`config.mk`:
```
export PLATFORM = sky130hd
export DESIGN_NAME = ps2_key_decoder
export DESIGN_NICKNAME = d
export VERILOG_FILES = /design/src/rtl/ps2_pkg.sv /design/src/rtl/ps2_line_filter.sv /design/src/rtl/ps2_key_decoder.sv
export SDC_FILE = /design/constraint.sdc
export NUM_CORES = 1
export LEC_CHECK = 0
export CORE_MARGIN = 5
export CORE_UTILIZATION = 39
export CTS_CLUSTER_SIZE = 30
export DETAILED_ROUTE_END_ITERATION = 8
export SYNTH_ARGS = -nofsm -noshare
export SYNTH_HDL_FRONTEND = slang
export SYNTH_SLANG_ARGS = --single-unit
```
`constraint.sdc`:
```
create_clock -name clk -period 2.1 [get_ports clk]
set_clock_uncertainty 0.05 [all_clocks]
set_input_delay 0.21 -clock clk [delete_from_list [all_inputs] [get_ports clk]]
set_output_delay 0.21 -clock clk [all_outputs]
set_load 0.01 [all_outputs]
```
`src/rtl/ps2_pkg.sv`:
```
// Shared types and constants for the PS/2 keyboard receive path.
package ps2_pkg;

  typedef enum logic [1:0] {
    StIdle,
    StData,
    StParity,
    StStop
  } ps2_state_t;

  localparam logic [7:0]  PS2_PREFIX_EXT   = 8'hE0;
  localparam logic [7:0]  PS2_PREFIX_BREAK = 8'hF0;
  localparam int unsigned PS2_DATA_BITS    = 8;

endpackage

```
`src/rtl/ps2_line_filter.sv`:
```
// PS/2 pad conditioning: 2-FF synchronizers on both lines, a glitch filter and
// falling-edge detector on the clock line.
module ps2_line_filter #(
  parameter int unsigned FILTER_LEN = 8
) (
  input  logic clk_i,
  input  logic rst_i,
  input  logic ps2_clk_i,
  input  logic ps2_data_i,
  output logic fall_o,
  output logic data_o
);

  localparam int unsigned CntW = (FILTER_LEN > 1) ? $clog2(FILTER_LEN) : 1;

  logic [1:0]      clk_sync_q;
  logic [1:0]      data_sync_q;
  logic            filt_q, filt_d;
  logic [CntW-1:0] cnt_q, cnt_d;

  assign data_o = data_sync_q[1];

  // The filtered level flips on the FILTER_LEN-th consecutive differing sample.
  always_comb begin
    filt_d = filt_q;
    cnt_d  = '0;
    fall_o = 1'b0;
    if (clk_sync_q[1] != filt_q) begin
      if (cnt_q == CntW'(FILTER_LEN - 1)) begin
        filt_d = clk_sync_q[1];
        fall_o = filt_q;
      end else begin
        cnt_d = cnt_q + CntW'(1);
      end
    end
  end

  always_ff @(posedge clk_i) begin
    if (rst_i) begin
      clk_sync_q  <= 2'b11;
      data_sync_q <= 2'b11;
      filt_q      <= 1'b1;
      cnt_q       <= '0;
    end else begin
      clk_sync_q  <= {clk_sync_q[0], ps2_clk_i};
      data_sync_q <= {data_sync_q[0], ps2_data_i};
      filt_q      <= filt_d;
      cnt_q       <= cnt_d;
    end
  end

endmodule

```
`src/rtl/ps2_key_decoder.sv`:
```
// PS/2 receive FSM: frames scan-code bytes, folds E0/F0 prefixes into flags and
// emits one key event per keystroke, with a frame/prefix timeout.
module ps2_key_decoder
  import ps2_pkg::*;
#(
  parameter int unsigned FILTER_LEN     = 8,
  parameter int unsigned TIMEOUT_CYCLES = 100000
) (
  input  logic       clk,
  input  logic       rst,
  input  logic       ps2_clk_in,
  input  logic       ps2_data_in,
  output logic       key_valid,
  output logic [7:0] key_code,
  output logic       key_ext,
  output logic       key_break,
  output logic       frame_err
);

  localparam int unsigned TmoW = $clog2(TIMEOUT_CYCLES + 1);

  logic fall, data;

  ps2_line_filter #(
    .FILTER_LEN(FILTER_LEN)
  ) u_line_filter (
    .clk_i      (clk),
    .rst_i      (rst),
    .ps2_clk_i  (ps2_clk_in),
    .ps2_data_i (ps2_data_in),
    .fall_o     (fall),
    .data_o     (data)
  );

  ps2_state_t      state_q, state_d;
  logic [2:0]      bit_cnt_q, bit_cnt_d;
  logic [7:0]      shift_q, shift_d;
  logic            parity_q, parity_d;
  logic            ext_q, ext_d;
  logic            brk_q, brk_d;
  logic [TmoW-1:0] tmo_q, tmo_d;
  logic            valid_q, valid_d;
  logic [7:0]      code_q, code_d;
  logic            kext_q, kext_d;
  logic            kbrk_q, kbrk_d;
  logic            err_q, err_d;
  logic            tmo_hit, running;

  assign running = (state_q != StIdle) || ext_q || brk_q;
  assign tmo_hit = (tmo_q == TmoW'(TIMEOUT_CYCLES));

  always_comb begin
    state_d   = state_q;
    bit_cnt_d = bit_cnt_q;
    shift_d   = shift_q;
    parity_d  = parity_q;
    ext_d     = ext_q;
    brk_d     = brk_q;
    tmo_d     = tmo_q;
    valid_d   = 1'b0;
    code_d    = code_q;
    kext_d    = kext_q;
    kbrk_d    = kbrk_q;
    err_d     = 1'b0;

    // Saturating idle counter; a falling edge always takes priority.
    if (fall || !running) begin
      tmo_d = '0;
    end else if (!tmo_hit) begin
      tmo_d = tmo_q + TmoW'(1);
    end

    if (fall) begin
      unique case (state_q)
        StIdle: begin
          if (!data) begin
            state_d   = StData;
            bit_cnt_d = '0;
          end
        end
        StData: begin
          shift_d = {data, shift_q[7:1]};
          if (bit_cnt_q == 3'(PS2_DATA_BITS - 1)) begin
            state_d = StParity;
          end else begin
            bit_cnt_d = bit_cnt_q + 3'd1;
          end
        end
        StParity: begin
          parity_d = data;
          state_d  = StStop;
        end
        StStop: begin
          state_d = StIdle;
          if ((^shift_q ^ parity_q) && data) begin
            if (shift_q == PS2_PREFIX_EXT) begin
              ext_d = 1'b1;
            end else if (shift_q == PS2_PREFIX_BREAK) begin
              brk_d = 1'b1;
            end else begin
              valid_d = 1'b1;
              code_d  = shift_q;
              kext_d  = ext_q;
              kbrk_d  = brk_q;
              ext_d   = 1'b0;
              brk_d   = 1'b0;
            end
          end else begin
            err_d = 1'b1;
            ext_d = 1'b0;
            brk_d = 1'b0;
          end
        end
      endcase
    end else if (tmo_hit) begin
      // Abandon both a half-received frame and any dangling prefix.
      if (state_q != StIdle) begin
        state_d = StIdle;
        err_d   = 1'b1;
      end
      ext_d = 1'b0;
      brk_d = 1'b0;
    end
  end

  always_ff @(posedge clk) begin
    if (rst) begin
      state_q   <= StIdle;
      bit_cnt_q <= '0;
      shift_q   <= '0;
      parity_q  <= 1'b0;
      ext_q     <= 1'b0;
      brk_q     <= 1'b0;
      tmo_q     <= '0;
      valid_q   <= 1'b0;
      code_q    <= '0;
      kext_q    <= 1'b0;
      kbrk_q    <= 1'b0;
      err_q     <= 1'b0;
    end else begin
      state_q   <= state_d;
      bit_cnt_q <= bit_cnt_d;
      shift_q   <= shift_d;
      parity_q  <= parity_d;
      ext_q     <= ext_d;
      brk_q     <= brk_d;
      tmo_q     <= tmo_d;
      valid_q   <= valid_d;
      code_q    <= code_d;
      kext_q    <= kext_d;
      kbrk_q    <= kbrk_d;
      err_q     <= err_d;
    end
  end

  assign key_valid = valid_q;
  assign key_code  = code_q;
  assign key_ext   = kext_q;
  assign key_break = kbrk_q;
  assign frame_err = err_q;

endmodule

```
== Yosys cells after proc, flatten, opt, wreduce, memory -nomap -nowiden ==
Index checks and enable logic that the tools add are counted.
W data, S select, Z words.

* Shift-type cells: 0
* $lt $le $gt $ge: 0
* Add/sub/neg operators: 3
* Mux-type cells: 28
* Reductions and logical operators: 22
* Equal/unequal tests: 16
* Div/mod/pow operators: 0
* Bitwise logic cells: 7
* Multipliers: 0

{| class="wikitable"
|+ Operators with widths
! kind !! number
|-
| $mux W1 || 19
|-
| $add A17 B1 Y17 const B || 1
|-
| $eq A17 B17 Y1 const B || 1
|-
| $eq A8 B8 Y1 const B || 2
|-
| $mux W2 || 5
|-
| $ne A3 B3 Y1 const B || 3
|-
| $pmux W2 S4 || 1
|-
| $reduce_and A4 Y1 || 2
|-
| $reduce_bool A2 Y1 || 4
|-
| $reduce_xor A8 Y1 || 1
|-
| $add A3 B1 Y3 const B || 2
|-
| $eq A3 B3 Y1 const B || 2
|-
| $mux W3 || 2
|-
| $not A1 Y1 || 6
|-
| $pmux W3 S2 || 1
|-
| $reduce_and A2 Y1 || 3
|-
| $reduce_and A3 Y1 || 2
|-
| $reduce_and A5 Y1 || 1
|-
| $reduce_or A5 Y1 || 1
|-
| $eq A2 B2 Y1 const B || 2
|-
| $ne A2 B2 Y1 const B || 2
|-
| $ne A4 B4 Y1 const B || 1
|-
| $logic_or A1 B1 Y1 || 3
|-
| $reduce_or A3 Y1 || 1
|-
| other kinds (8) || 8
|}

* Logic and storage cells: 92
* Flip-flop bits (word level): 53
* RAM bits: 0
* Input port bits: 4
* Output and inout port bits: 12
* Latch bits: 0
* ROM bits: 0
* Memories kept: 0

== Longest topological paths before layout ==
Gate-level depths: netlist (run 1).

* Depth after elaboration: 6
* Gate-level depth with buffers: 9
* Mapped depth without buffers: 7

== Modules after synthesis ==
A second synthesis (run 1) with hierarchy kept.

* Cell total of the unflattened synthesis: 262
* Area total of the unflattened synthesis: 2421.1 sq um

{| class="wikitable"
|+ By module, submodules not included
! module !! cells an instance !! times used !! area an instance (sq um)
|-
| ps2_key_decoder || 241 || 1 || 2152.1
|-
| ps2_line_filter || 21 || 1 || 269.0
|}

== Worst setup path after synthesis (run 1) ==
OpenSTA, ideal clock, no wires.

* Kind: flip-flop to flip-flop
* Start point: reg shift_q[1]
* End point: reg code_q[3], in the netlist key_code[3]
* Arrival time: 1.770 ns
* Stages on the path, launching flop included: 9
* Setup slack: 0.152 ns
* Required time: 1.922 ns
* Buffers on the path: 1
* Path through: dfxtp_1 > inv_1 > ha_1 > xnor3_2 > xnor2_2 > nor3_2 > buf_6 > mux2i_1 > nor2_1

* Word-level cells in the longest chain between the ends: 4

{| class="wikitable"
|+ RTL lines
! what !! line !! text
|-
| start: declaration || ps2_key_decoder.sv:37 || <nowiki>logic [7:0] shift_q, shift_d;</nowiki>
|-
| start signal: assignment || ps2_key_decoder.sv:143 || <nowiki>shift_q <= shift_d;</nowiki>
|-
| $reduce_xor A8 Y1 || ps2_key_decoder.sv:95 || <nowiki>if ((^shift_q ^ parity_q) && data) begin</nowiki>
|-
| $xor A1 B1 Y1 || ps2_key_decoder.sv:95 ||
|-
| $logic_and A1 B1 Y1 || ps2_key_decoder.sv:95 ||
|-
| $reduce_and A5 Y1 (no source line) (*) || n/a ||
|-
| end signal: assignment || ps2_key_decoder.sv:149 || <nowiki>code_q <= code_d;</nowiki>
|-
| end: declaration || ps2_key_decoder.sv:43 || <nowiki>logic [7:0] code_q, code_d;</nowiki>
|}

Mark *: on every way between the ends. The rest lies on a longest branch, timed or not.
A chain may end at the register's enable or synchronous reset.

== Worst setup path after layout (run 1) ==
* Start point: reg shift_q[6]
* End point: reg code_q[1], in the netlist key_code[1]

The elaborated chain is that of the path after synthesis.

==> results of run 1 <==
kinds of logic (layout without fill, tap and decap cells):
| logic type | Yosys count | after routing | share of synthesized area |
|---|---|---|---|
| AO/OA/AOI/OAI | 31 | 31 | 0.0760 |
| XOR/XNOR | 17 | 17 | 0.0786 |
| adder cells (fa/ha/maj) | 16 | 16 | 0.0827 |
| buffers and inverters | 20 | 46 | 0.0362 |
| flip-flops | 53 | 53 | 0.438 |
| multiplexers | 12 | 12 | 0.0496 |
| AND/OR/NAND/NOR | 112 | 112 | 0.238 |
sequential cells by signal, indices dropped and copies added, names as in the netlist:
signal and cells:
bit_cnt_q 3, brk_q 1, ext_q 1, frame_err 1, key_break 1, key_code 8, key_ext 1, key_valid 1
parity_q 1, shift_q 8, state_q 2, tmo_q 17, u_line_filter.clk_sync_q 2, u_line_filter.cnt_q 3, u_line_filter.data_sync_q 2, u_line_filter.filt_q 1
metrics by stage:
stage                     cell area (um2)  std cells  setup TNS (ns)  power, mW
after detailed placement             2700        351               0       1.06
final                                2860        362               0       1.59
after global routing                 2860        362         -0.0514       1.66
after CTS                            2780        359               0       1.62
after floorplan                      2420        261               0       1.05
after global placement               2700        351               0       1.06
power by group:
group          leakage [nW]  internal, mW  switching (mW)  total, mW
logic                 0.533       0.00969          0.0127     0.0224
registers             0.429          1.01         0.00213       1.01
clock network        0.0385         0.237           0.323      0.559
total                  1.00          1.25           0.338       1.59
cell usage after synthesis, types with 4 or more instances:
| master | instances |
|---|---|
| xor2_1 | 7 |
| a21oi_1 | 19 |
| inv_1 | 11 |
| nand4_1 | 4 |
| ha_1 | 16 |
| nor2_1 | 33 |
| clkbuf_1 | 6 |
| nor3_1 | 5 |
| dfxtp_1 | 53 |
| or2_2 | 4 |
| o21ai_0 | 5 |
| xnor2_1 | 7 |
| nand3_1 | 9 |
| nand2_1 | 31 |
| and3_1 | 4 |
| mux2i_1 | 12 |
cell type report:
| type | instances | area [um2] |
|---|---|---|
| Clock inverter | 1 | 7.51 |
| Inverter | 11 | 41.3 |
| Timing Repair Buffer | 27 | 270 |
| Tap cell | 75 | 93.8 |
| Multi-Input combinational cell | 188 | 1300 |
| Clock buffer | 7 | 76.3 |
| Sequential cell | 53 | 1070 |
| Fill cell | 549 | 3130 |
how the worst max path moves through the flow:
stage | start | to | slack (ns) | depth (start not counted)
after floorplan | shift_q[1] | key_code[3] | 0.15 | 8
after global placement | shift_q[0] | key_code[3] | 0.09 | 8
after detailed placement | shift_q[0] | key_code[7] | 0.03 | 8
after CTS | shift_q[0] | key_code[7] | 0.01 | 8
after global routing | shift_q[3] | key_code[2] | -0.01 | 8
final | shift_q[6] | key_code[1] | 0.04 | 7
what timing repair did:
item,CTS,global route
gates resized for setup,0,6
setup buffers,0,2
endpoints found under the setup margin,0,10
hold buffers,0,0
metal layers:
layer  vias up  wire [um]
met5         -          0
met2        19       1990
met3         9        122
li1        933          -
met1       817       2330
met4         0         91
==> flow_metrics.env, run 1 <==
export IMPL_htree_num_levels=2
export IMPL_holdPathStages=1
export IMPL_relSlewSlack=0.615
export IMPL_num_vias=1778
export IMPL_cts_sinks=53
export IMPL_netlist_top_cells_area="dfxtp_1 (44%), ha_1 (8.3%), nor2_1 (5.1%), mux2i_1 (5.0%), nand2_1 (4.8%)"
export IMPL_crit_path_top_delay_cell="dfxtp_4"
export IMPL_hp_class="reg2reg"
export IMPL_avgSynthCellArea_um2=9.27
export IMPL_portBuffers=15
export IMPL_diodes=0
export IMPL_mostFrequentLayoutCell="dfxtp_1"
export IMPL_core_mm2=0.00599
export IMPL_drtIter0Drc=68
export IMPL_fmax_mhz=484
export IMPL_ys_flop_type="dfxtp_1"
export IMPL_drive_gt1_frac=0.125
export IMPL_synth_warnings=0
export IMPL_via_per_inst=4.91
export IMPL_place_congestion=0.744
export IMPL_syn_inst=261
export IMPL_min_from="u_line_filter.clk_sync_q[0]"
export IMPL_dp_slack_ns=0.0317
export IMPL_min_period_ns=2.06
export IMPL_crit_arrival_ns=2.20
export IMPL_synthArstFlopShare=0
export IMPL_cts_made_buffers=5
export IMPL_syn_area_mm2=0.00242
export IMPL_post_route_period_util=0.983
export IMPL_initial_utilization=0.404
export IMPL_worstReg2RegEnd="key_code[1]"
export IMPL_die_h_um=88.8
export IMPL_grt_pass1_vias=1687
export IMPL_die_w_um=88.8
export IMPL_cp_max_fo=5
export IMPL_grtUsageMet2=0.190
export IMPL_setup_slack_ns=0.0351
export IMPL_ir_drop_v=0.000357
export IMPL_rr_worst_depth=7
export IMPL_die_area_mm2=0.00788
export IMPL_ys_seq_area_frac=0.438
export IMPL_synth_top_area_cell="dfxtp_1"
export IMPL_synth_top_cell_area_share=0.438
export IMPL_mostFrequentLayoutCells="dfxtp_1 (51), nor2_1 (33), nand2_1 (31), a21oi_1 (19)"
export IMPL_dpl_hpwl_mm=3.14
export IMPL_critPathMaxStageDelay_ns=0.37
export IMPL_io_pins=16
export IMPL_row_count=28
export IMPL_pwr_density_cell_mw_per_mm2=557
export IMPL_drc_errors=0
export IMPL_regToRegSetupSlack_ns=0.04
export IMPL_ys_ff_latch=53
export IMPL_track_usage=0.126
export IMPL_critPathTopFamily="XOR/XNOR gates"
export IMPL_status="finished, final reports clean"
export IMPL_max_slew_worst_pin_slew_ns=0.577
export IMPL_antenna_found_initial=0
export IMPL_area_delta_synth_final_pct=18.0
export IMPL_setup_violations=0
export IMPL_endpoint_kind="flop"
export IMPL_slew_violations=0
export IMPL_fin_util=0.477
export IMPL_use_met3=0.0326
export IMPL_synth_edf_count=0
export IMPL_grt_ovfl_total=0
export IMPL_clkLatencyLatePin_ns=0.30
export IMPL_ant_nets=0
export IMPL_syn_nets=281
export IMPL_min_to="u_line_filter.clk_sync_q[1]"
export IMPL_p_leak_nw=1.00
export IMPL_groute_layer_met1_usage=0.171
export IMPL_clockBufferDepth=2
export IMPL_maxCapViolCount=0
export IMPL_critPathRequiredTime_ns=2.24
export IMPL_busiest_layer="met2"
export IMPL_final_hold_violation_count=0
export IMPL_holdWs_ns=0.370
export IMPL_firstDrtPassIters=4
export IMPL_grt_start_max_net_pins=37
export IMPL_wl_per_cell_um=12.5
export IMPL_grt_pass1_wl_mm=7.73
export IMPL_nNetsFinal=306
export IMPL_cts_tree="built"
export IMPL_reg2reg_from="shift_q[6]"
export IMPL_crit_chain="ha_4 -> xnor3_2 -> xnor2_4 -> nor3_4 -> clkbuf_16 -> mux2i_1 -> nor2_1"
export IMPL_critPathKind="reg2reg"
export IMPL_cp_num_buf_inv=1
export IMPL_start_kind="flop"
export IMPL_synth_cell_type_count=42
export IMPL_grt_setup_unrepaired="yes"
export IMPL_cts_root_buf="clkbuf_8"
export IMPL_path_clk_slew_ns=0.09
export IMPL_drt_wl_total_mm=4.54
(Power assumes the default switching activity.)
==> run 2, diff against run 1 <==
--- a/config.mk
+++ b/config.mk
@@ -9,6 +9,8 @@
 export CORE_UTILIZATION = 39
 export CTS_CLUSTER_SIZE = 30
 export DETAILED_ROUTE_END_ITERATION = 8
+export HOLD_SLACK_MARGIN = 0.1
+export REMOVE_ABC_BUFFERS = 1
 export SYNTH_ARGS = -nofsm -noshare
 export SYNTH_HDL_FRONTEND = slang
 export SYNTH_SLANG_ARGS = --single-unit
==> flow_metrics.env, run 2 (synthesis gave the netlist of run 1 again) <==
export IMPL_io_pins=16
export IMPL_clkPwrFrac=0.400
export IMPL_drt_wl_total_mm=4.29
export IMPL_fmax_mhz=501
export IMPL_dpl_hpwl_mm=3.01
export IMPL_portBuffers=15
export IMPL_die_area_mm2=0.00788
export IMPL_die_w_um=88.8
export IMPL_setup_slack_ns=0.102
export IMPL_cts_sinks=53
export IMPL_slew_violations=0
export IMPL_ir_drop_v=0.000288
export IMPL_pwr_density_cell_mw_per_mm2=599
export IMPL_cts_root_buf="clkbuf_8"
export IMPL_grt_pass1_vias=1651
export IMPL_path_clk_slew_ns=0.09
export IMPL_antenna_found_initial=0
export IMPL_die_h_um=88.8
export IMPL_multiInputGateArea_mm2=0.00132
export IMPL_largest_register_ff_count=17
export IMPL_dp_slack_ns=-0.0248
export IMPL_ant_nets=0
export IMPL_initial_utilization=0.404
export IMPL_power_switching_mw=0.347
export IMPL_max_slew_worst_pin_slew_ns=0.553
export IMPL_post_dp_cell_area_mm2=0.00268
export IMPL_via_per_inst=4.95
export IMPL_comb_power_share=0.014
export IMPL_wl_per_cell_um=11.9
export IMPL_min_period_ns=2.00
export IMPL_routed_top_layer="met4"
export IMPL_num_vias=1782
export IMPL_p_leak_nw=1.00
export IMPL_dr_wl_met3_um=149
export IMPL_core_mm2=0.00599
export IMPL_seqCellArea_mm2=0.00107
export IMPL_holdPathStages=1
export IMPL_area_delta_synth_final_pct=18.7
export IMPL_grt_start_max_net_pins=29
export IMPL_cp_max_fo=5
export IMPL_hold_buffers=0
export IMPL_rr_worst_depth=7
export IMPL_place_congestion=0.845
export IMPL_drive_gt1_frac=0.133
export IMPL_crit_arrival_ns=2.14
export IMPL_regMostFlops="tmo_q"
export IMPL_reg2reg_from="shift_q[7]"
export IMPL_drtIter0Drc=113
export IMPL_clockBufferDepth=2
export IMPL_regToRegSetupSlack_ns=0.10
export IMPL_clkLatencyLatePin_ns=0.30
export IMPL_nNetsFinal=304
export IMPL_drc_errors=0
export IMPL_min_to="u_line_filter.data_sync_q[1]"
export IMPL_critPathRequiredTime_ns=2.24
export IMPL_start_kind="flop"
export IMPL_p_int_mw=1.37
export IMPL_setup_tns_ns=0
export IMPL_setup_violations=0
export IMPL_n_fill_cell=567
export IMPL_post_route_period_util=0.951
export IMPL_p_sw_frac=0.201
export IMPL_hp_class="reg2reg"
export IMPL_cts_tree="built"
export IMPL_cts_made_buffers=5
export IMPL_final_hold_violation_count=0
export IMPL_wl_met1_mm=2.13
export IMPL_maxCapViolCount=0
export IMPL_mostFrequentLayoutCell="dfxtp_1"
export IMPL_track_usage=0.121
export IMPL_mostFrequentLayoutCells="dfxtp_1 (50), nor2_1 (33), nand2_1 (30), a21oi_1 (19), clkdlybuf4s50_1 (15)"
export IMPL_row_count=28
export IMPL_diodes=0
export IMPL_p_seq_frac=0.586
export IMPL_grt_pass1_wl_mm=7.54
export IMPL_grt_ovfl_total=0
export IMPL_fin_util=0.480
export IMPL_postLayoutCellArea_mm2=0.00287
export IMPL_critPathKind="reg2reg"
export IMPL_htree_num_levels=2
export IMPL_relSlewSlack=0.631
export IMPL_status="finished, final reports clean"
export IMPL_firstDrtPassIters=4
export IMPL_wl_met2_mm=1.98
export IMPL_min_from="u_line_filter.data_sync_q[0]"
export IMPL_worstReg2RegEnd="key_code[5]"
export IMPL_endpoint_kind="flop"
==> run 2: area by class of cell <==
type | count | share of cell area
well taps | 75 | 0.0327
multi-input cells | 188 | 0.461
repair buffers | 25 | 0.0810
clock inverters | 2 | 0.0135
flip-flops and latches | 53 | 0.372
clock buffers | 6 | 0.0253
inverters | 11 | 0.0144
==> run 2: timing repair <==
action                                  CTS  global route
resized for setup                         3            10
endpoints found under the setup margin    9            11
setup buffers                             0             3
pin swaps                                 3             4
==> run 2: stage by stage <==
step	total power, mW	hold slack [ns]	cells
CTS	1.74	0.368	358
global placement	1.06	0.342	350
floorplan	1.04	0.229	252
global route	1.79	0.385	360
finish	1.72	0.366	360
detailed placement	1.06	0.344	350
==> run 2: power by group through the flow <==
stage	clock (mW)	sequential, mW	combinational (mW)
floorplan	0	1.03	0.00483
global placement	0	1.03	0.0245
detailed placement	0	1.03	0.0245
CTS	0.708	1.01	0.0246
global route	0.752	1.01	0.0274
finish	0.689	1.01	0.0243
==> run 2: worst max-delay path by stage <==
| stage | start | to | cells past startpoint |
|---|---|---|---|
| floorplan | shift_q[1] | key_break | 7 |
| global placement | shift_q[0] | key_code[4] | 8 |
| detailed placement | shift_q[0] | key_code[5] | 8 |
| CTS | shift_q[6] | key_code[5] | 7 |
| global route | shift_q[7] | key_code[0] | 7 |
| finish | shift_q[7] | key_code[5] | 7 |
==> run 2: worst max-delay path, stage by stage, from the launching register on <==
cell and delay, ns:
dfxtp_4 0.37, ha_4 0.27, xnor3_2 0.37, xnor2_4 0.17
nor3_4 0.25, buf_6 0.17, mux2i_1 0.19, nor2_1 0.05
==> run 2: routing by layer <==
| metal | global-route usage | vias to the layer above |
|---|---|---|
| met5 | 0 | - |
| met4 | 0.0330 | 0 |
| met3 | 0.0335 | 3 |
| met2 | 0.189 | 26 |
| met1 | 0.165 | 830 |
| li1 | - | 923 |
==> run 3, diff against run 2 <==
--- a/config.mk
+++ b/config.mk
@@ -5,6 +5,7 @@
 export SDC_FILE = /design/constraint.sdc
 export NUM_CORES = 1
 export LEC_CHECK = 0
+export ABC_AREA = 1
 export CORE_MARGIN = 5
 export CORE_UTILIZATION = 39
 export CTS_CLUSTER_SIZE = 30
==> flow_metrics.env, run 3 <==
export IMPL_status="finished, final reports clean"
export IMPL_max_slew_worst_pin_slew_ns=0.385
export IMPL_setup_slack_ns=0.262
export IMPL_grt_pass1_wl_mm=8.82
export IMPL_largest_register_ff_count=17
export IMPL_seqCellArea_mm2=0.00106
export IMPL_critPathKind="reg2reg"
export IMPL_wl_per_cell_um=10.5
export IMPL_initial_utilization=0.403
export IMPL_drive_gt1_frac=0.0921
export IMPL_p_sw_frac=0.207
export IMPL_die_h_um=91.3
export IMPL_io_pins=16
export IMPL_drt_wl_total_mm=4.69
export IMPL_cp_max_fo=11
export IMPL_synth_edf_count=0
export IMPL_hp_class="reg2reg"
export IMPL_antenna_found_initial=0
export IMPL_dpl_hpwl_mm=3.47
export IMPL_postCtsSetupBuffers=0
export IMPL_grt_setup_unrepaired="no"
export IMPL_place_congestion=0.828
export IMPL_multiInputGateArea_mm2=0.00127
export IMPL_synth_warnings=0
export IMPL_p_int_mw=1.24
export IMPL_synth_cell_type_count=28
export IMPL_cts_root_buf="clkbuf_8"
export IMPL_drc_errors=0
export IMPL_maxCapViolCount=0
export IMPL_critPathMaxStageDelay_ns=0.36
export IMPL_cp_num_buf_inv=1
export IMPL_firstDrtPassIters=4
export IMPL_num_vias=2113
export IMPL_die_area_mm2=0.00833
export IMPL_clockBufferDepth=2
export IMPL_clkPwrFrac=0.336
export IMPL_holdWs_ns=0.365
export IMPL_fmax_mhz=544
export IMPL_area_delta_synth_final_pct=13.2
export IMPL_path_clk_slew_ns=0.08
export IMPL_setup_tns_ns=0
export IMPL_synthArstFlopShare=0
export IMPL_p_leak_nw=1.24
export IMPL_crit_path_top_delay_cell="dfxtp_1"
export IMPL_grt_pass1_vias=2044
export IMPL_slew_violations=0
export IMPL_track_usage=0.125
export IMPL_diodes=0
export IMPL_cts_tree="built"
export IMPL_power_switching_mw=0.324
export IMPL_avgSynthCellArea_um2=7.38
export IMPL_regMostFlops="tmo_q"
export IMPL_crit_chain="inv_1 -> ha_1 -> xnor2_1 -> nand2_1 -> nand3_2 -> nand4_4 -> nor2_1 -> nor2_1"
export IMPL_yosys_top_cells_count="nand2_1 (56), nor2_1 (54), dfxtp_1 (53), inv_1 (52), a21oi_1 (27)"
export IMPL_holdPathStages=1
export IMPL_syn_inst=349
export IMPL_ir_drop_v=0.000246
export IMPL_grt_start_max_net_pins=22
export IMPL_post_route_period_util=0.875
export IMPL_core_mm2=0.00639
export IMPL_clkLatencyLatePin_ns=0.30
export IMPL_p_seq_frac=0.645
export IMPL_path_depth=8
export IMPL_row_count=29
export IMPL_n_fill_cell=653
export IMPL_comb_power_share=0.019
export IMPL_min_period_ns=1.84
export IMPL_ys_ff_latch=53
export IMPL_endpoint_kind="flop"
export IMPL_cts_made_buffers=5
export IMPL_die_w_um=91.3
export IMPL_drtIter0Drc=82
export IMPL_portBuffers=15
export IMPL_htree_num_levels=2
export IMPL_synth_top_cell_area_share=0.412
export IMPL_ant_nets=0
export IMPL_post_dp_cell_area_mm2=0.00281
export IMPL_start_kind="flop"
export IMPL_syn_area_mm2=0.00257
export IMPL_critPathRequiredTime_ns=2.25
export IMPL_via_per_inst=4.74
export IMPL_path_common_cell="nor2_1"
export IMPL_cts_sinks=53
export IMPL_rr_worst_depth=8
export IMPL_critPathTopFamily="simple AND/OR/NAND/NOR gates"
export IMPL_synth_top_area_cell="dfxtp_1"
export IMPL_dp_slack_ns=0.144
export IMPL_netlist_top_cells_area="dfxtp_1 (41%), nand2_1 (8.2%), nor2_1 (7.9%), ha_1 (7.8%), inv_1 (7.6%)"
export IMPL_ys_seq_area_frac=0.412
export IMPL_crit_arrival_ns=1.98
export IMPL_mostFrequentLayoutCells="nand2_1 (56), nor2_1 (54), dfxtp_1 (53), inv_1 (52), a21oi_1 (27)"
export IMPL_yosysMostFrequentCell="nand2_1"
export IMPL_pwr_density_cell_mw_per_mm2=537
export IMPL_grt_ovfl_total=0
export IMPL_setup_violations=0
export IMPL_postLayoutCellArea_mm2=0.00291
export IMPL_final_hold_violation_count=0
export IMPL_relSlewSlack=0.742
export IMPL_ys_flop_type="dfxtp_1"
export IMPL_mostFrequentLayoutCell="nand2_1"
export IMPL_nNetsFinal=390
==> run 3: changes by cell type in the layout (fill, tap and decap cells not counted), moves of 4 or more <==
| cell | change |
|---|---|
| nor2_1 | +21 |
| inv_1 | +41 |
| xor2_1 | -6 |
| xnor2_1 | -6 |
| nor3_1 | +4 |
| a21oi_1 | +8 |
| mux2i_1 | -12 |
| and3_1 | -4 |
| inv_2 | +4 |
| nand4_1 | +8 |
| nand2_1 | +26 |
| o21ai_0 | +19 |
==> run 3: final timing paths <==
| check | slack [ns] | startpoint | endpoint |
|---|---|---|---|
| max | 0.26 | shift_q[4] | key_code[7] |
| min reg2reg | 0.36 | u_line_filter.data_sync_q[0] | u_line_filter.data_sync_q[1] |
| max reg2reg | 0.26 | shift_q[4] | key_code[7] |
| min | 0.36 | u_line_filter.data_sync_q[0] | u_line_filter.data_sync_q[1] |
==> run 3: layout make-up <==
class / instances / area share
multi-input cells: 232 / 0.436
clock buffers: 5 / 0.0236
flip-flops and latches: 53 / 0.364
well taps: 77 / 0.0331
repair buffers: 21 / 0.0670
inverters: 57 / 0.0743
clock inverters: 1 / 0.00172
==> run 3: layer usage <==
layer	GRT usage	wire length (um)
met1	0.166	2470
met5	0	0
met3	0.0314	165
met4	0.0403	62
met2	0.198	1990
==> run 3: what timing repair did <==
action | CTS | global route
gates resized for setup | 0 | 2
endpoints found under the setup margin | 0 | 9
hold buffers | 0 | 0
==> run 3: power by group through the flow <==
| stage | sequential (mW) | clock [mW] | combinational, mW |
|---|---|---|---|
| final | 1.01 | 0.526 | 0.0302 |
| after global routing | 1.01 | 0.593 | 0.0343 |
| after CTS | 1.01 | 0.559 | 0.0308 |
| after detailed placement | 1.03 | 0 | 0.0307 |
| after global placement | 1.03 | 0 | 0.0300 |
| after floorplan | 1.03 | 0 | 0.0125 |
==> run 3: cell families (layout without fill, tap and decap cells) <==
family | count (synthesis) | in the layout | share of synthesized area
and+or+nand+nor | 160 | 161 | 0.292
buffers and inverters | 65 | 84 | 0.105
AOI/OAI and AO/OA | 53 | 53 | 0.106
DFF | 53 | 53 | 0.412
adders and majority gates | 16 | 16 | 0.0777
xor gates and xnor gates | 2 | 2 | 0.00680
==> run 3: stage by stage <==
stage / instances / power (mW) / utilization
floorplan: 341 / 1.05 / -
global placement: 439 / 1.06 / 0.440
detailed placement: 439 / 1.06 / 0.440
CTS: 445 / 1.60 / 0.452
global route: 446 / 1.64 / 0.456
finish: 446 / 1.57 / 0.456
==> patch (flow settings as in run 2) <==
The 4 states of `ps2_state_t` get a one-hot encoding in 4 bits.
--- a/src/rtl/ps2_pkg.sv
+++ b/src/rtl/ps2_pkg.sv
@@ -3,7 +3,7 @@
 
-  typedef enum logic [1:0] {
-    StIdle,
-    StData,
-    StParity,
-    StStop
+  typedef enum logic [3:0] {
+    StIdle   = 4'b0001,
+    StData   = 4'b0010,
+    StParity = 4'b0100,
+    StStop   = 4'b1000
   } ps2_state_t;
Behaviour: no difference found for any inputs over 10 cycles, from zero or initial values and one cycle with rst high; not proved beyond that.
==> patch against run 2 <==
Via count up 20%. Sequential power up 4%. Worst setup slack better by 0.071 ns. Synthesized cell count up 11%. Fmax up 3.7%. Sequential cell count up 2. Routed wire length up 23%. Cell area up 6.2%. Area after synthesis up 8.5%. Sequential share of layout area down 1.1 points. Final cell count up 11%. Total power down 1.0%. Critical endpoint is now key_code[4]. Largest power group unchanged.
==> patch: results (changes against run 2) <==
[routing]
first_pass_iters=4  ; unchanged
drt_iter0_drc=94  ; -17%
wl_met1_um=2488  ; +17%
dr.max_layer_used=met4
wl_met3_um=182  ; +22%
wl_um=5272  ; +23%
met2_length_um=2549  ; +29%
vias_per_cell=5.377  ; +8.6%

[power_and_ir_drop]
irDropWorstVdd_mv=0.3461  ; +20%
swShare_pct=21.89  ; +1.7 points
leakage_nw=1.029  ; +2.7%

[grt]
grt_max_degree=18  ; -38%
grtUsageMet2_pct=23.05  ; +4.2 points
grt_use_met1_pct=16.07  ; -0.39 points
grt_pass1_vias=1986  ; +20%
antenna_found_initial=0  ; unchanged
grt_util_all_layers_pct=13.13  ; +1.0 points
gr-usage-met3_pct=2.789  ; -0.56 points
grt_pass1_wl_um=9156  ; +21%

[sta]
finalHoldViolCount=0  ; unchanged
worst_pin_slew_ns=0.5204  ; -0.03286 ns
hold_ws_ns=0.3700  ; +0.003826 ns

[setup_path]
cp.arrival_ns=2.09  ; -0.05 ns
reg2reg_to=key_code[4]
path_max_fanout=7  ; +2
setup.worst_path.start=shift_q[4]
regToRegSetupSlack_ns=0.17  ; +0.07 ns
critPathMaxStageDelay_ns=0.39  ; +0.02 ns
critPathSlowestCell=xnor3_2
rr_worst_depth=7  ; unchanged

[min_path]
min-delay-start=u_line_filter.data_sync_q[0]

[final_layout]
layout-drive-gt1-share_pct=12.58  ; -0.75 points
fillCellCount=683  ; +20%
nets=332  ; +9.2%

[logic_synthesis]
yosysSeqAreaShare_pct=41.94  ; -1.9 points
synth_common_cells=dfxtp_1, nand2_1, a21oi_1, nor2_1, inv_1
ys_top_cells_by_area=dfxtp_1, ha_1, mux2i_1, nand2_1, a21oi_1
synthArstFlopShare_pct=0  ; unchanged
yosysUniqueCellTypes=53  ; +26%

[status]
status=complete, no violations

[clock_tree]
cts-root-buf=clkbuf_8
cts.reportedPaths.clkPinSlew_ns=0.10

[placed_design]
io_buffers=15  ; unchanged
hpwl_um=3817  ; +27%
gp_congestion=0.7642  ; -9.6%

[floorplan]
rows=30  ; +7.1%

## patch: cell types whose count changed in the layout (fill, tap and decap cells not counted), moves of 3 or more
cell	delta
nor2_1	-14
buf_4	+8
inv_1	+5
nand4_1	+5
nor3_1	+5
dfxtp_1	+4
nor4b_1	+4
o21ai_0	+4
ha_1	-3
## patch: layout make-up
cell class                 count  area share [%]
multi-input combinational    207           45.86
sequential                    55           36.14
timing repair buffer          32           9.516
tap                           80           3.281
clock buffer                   6           2.707
inverter                      16           1.969
clock inverter                 2          0.5332
## patch: cell families after synthesis
logic type | share of synthesized area [%]
buffers and inverters | 5.052
AND/OR/NAND/NOR | 25.21
flip-flops | 41.94
multiplexers | 4.576
adder cells (fa/ha/maj) | 5.243
AO/OA/AOI/OAI | 12.77
XOR/XNOR | 5.195
## patch: repair_timing
action,CTS,global route
setup buffers,0,1
gates resized for setup,0,3
hold endpoints to repair,0,0
endpoints found under the setup margin,0,10
## patch: power by group through the flow
stage | Clock (W) | Combinational (W) | Sequential (W)
floorplan | 0 | 0.0000128 | 0.00107
global placement | 0 | 0.0000354 | 0.00107
detailed placement | 0 | 0.0000355 | 0.00107
CTS | 0.000650 | 0.0000359 | 0.00105
global route | 0.000690 | 0.0000381 | 0.00105
finish | 0.000619 | 0.0000353 | 0.00105
## patch: through the flow
stage / area [µm²] / setup WS [ns] / total power, W / instances
global placement: 2935 / 0.1191 / 0.001109 / 389
CTS: 3034 / 0.06193 / 0.001735 / 397
finish: 3050 / 0.1732 / 0.001704 / 398
floorplan: 2552 / 0.01319 / 0.001086 / 278
global route: 3050 / 0.03054 / 0.001779 / 398
detailed placement: 2935 / 0.1090 / 0.001109 / 389
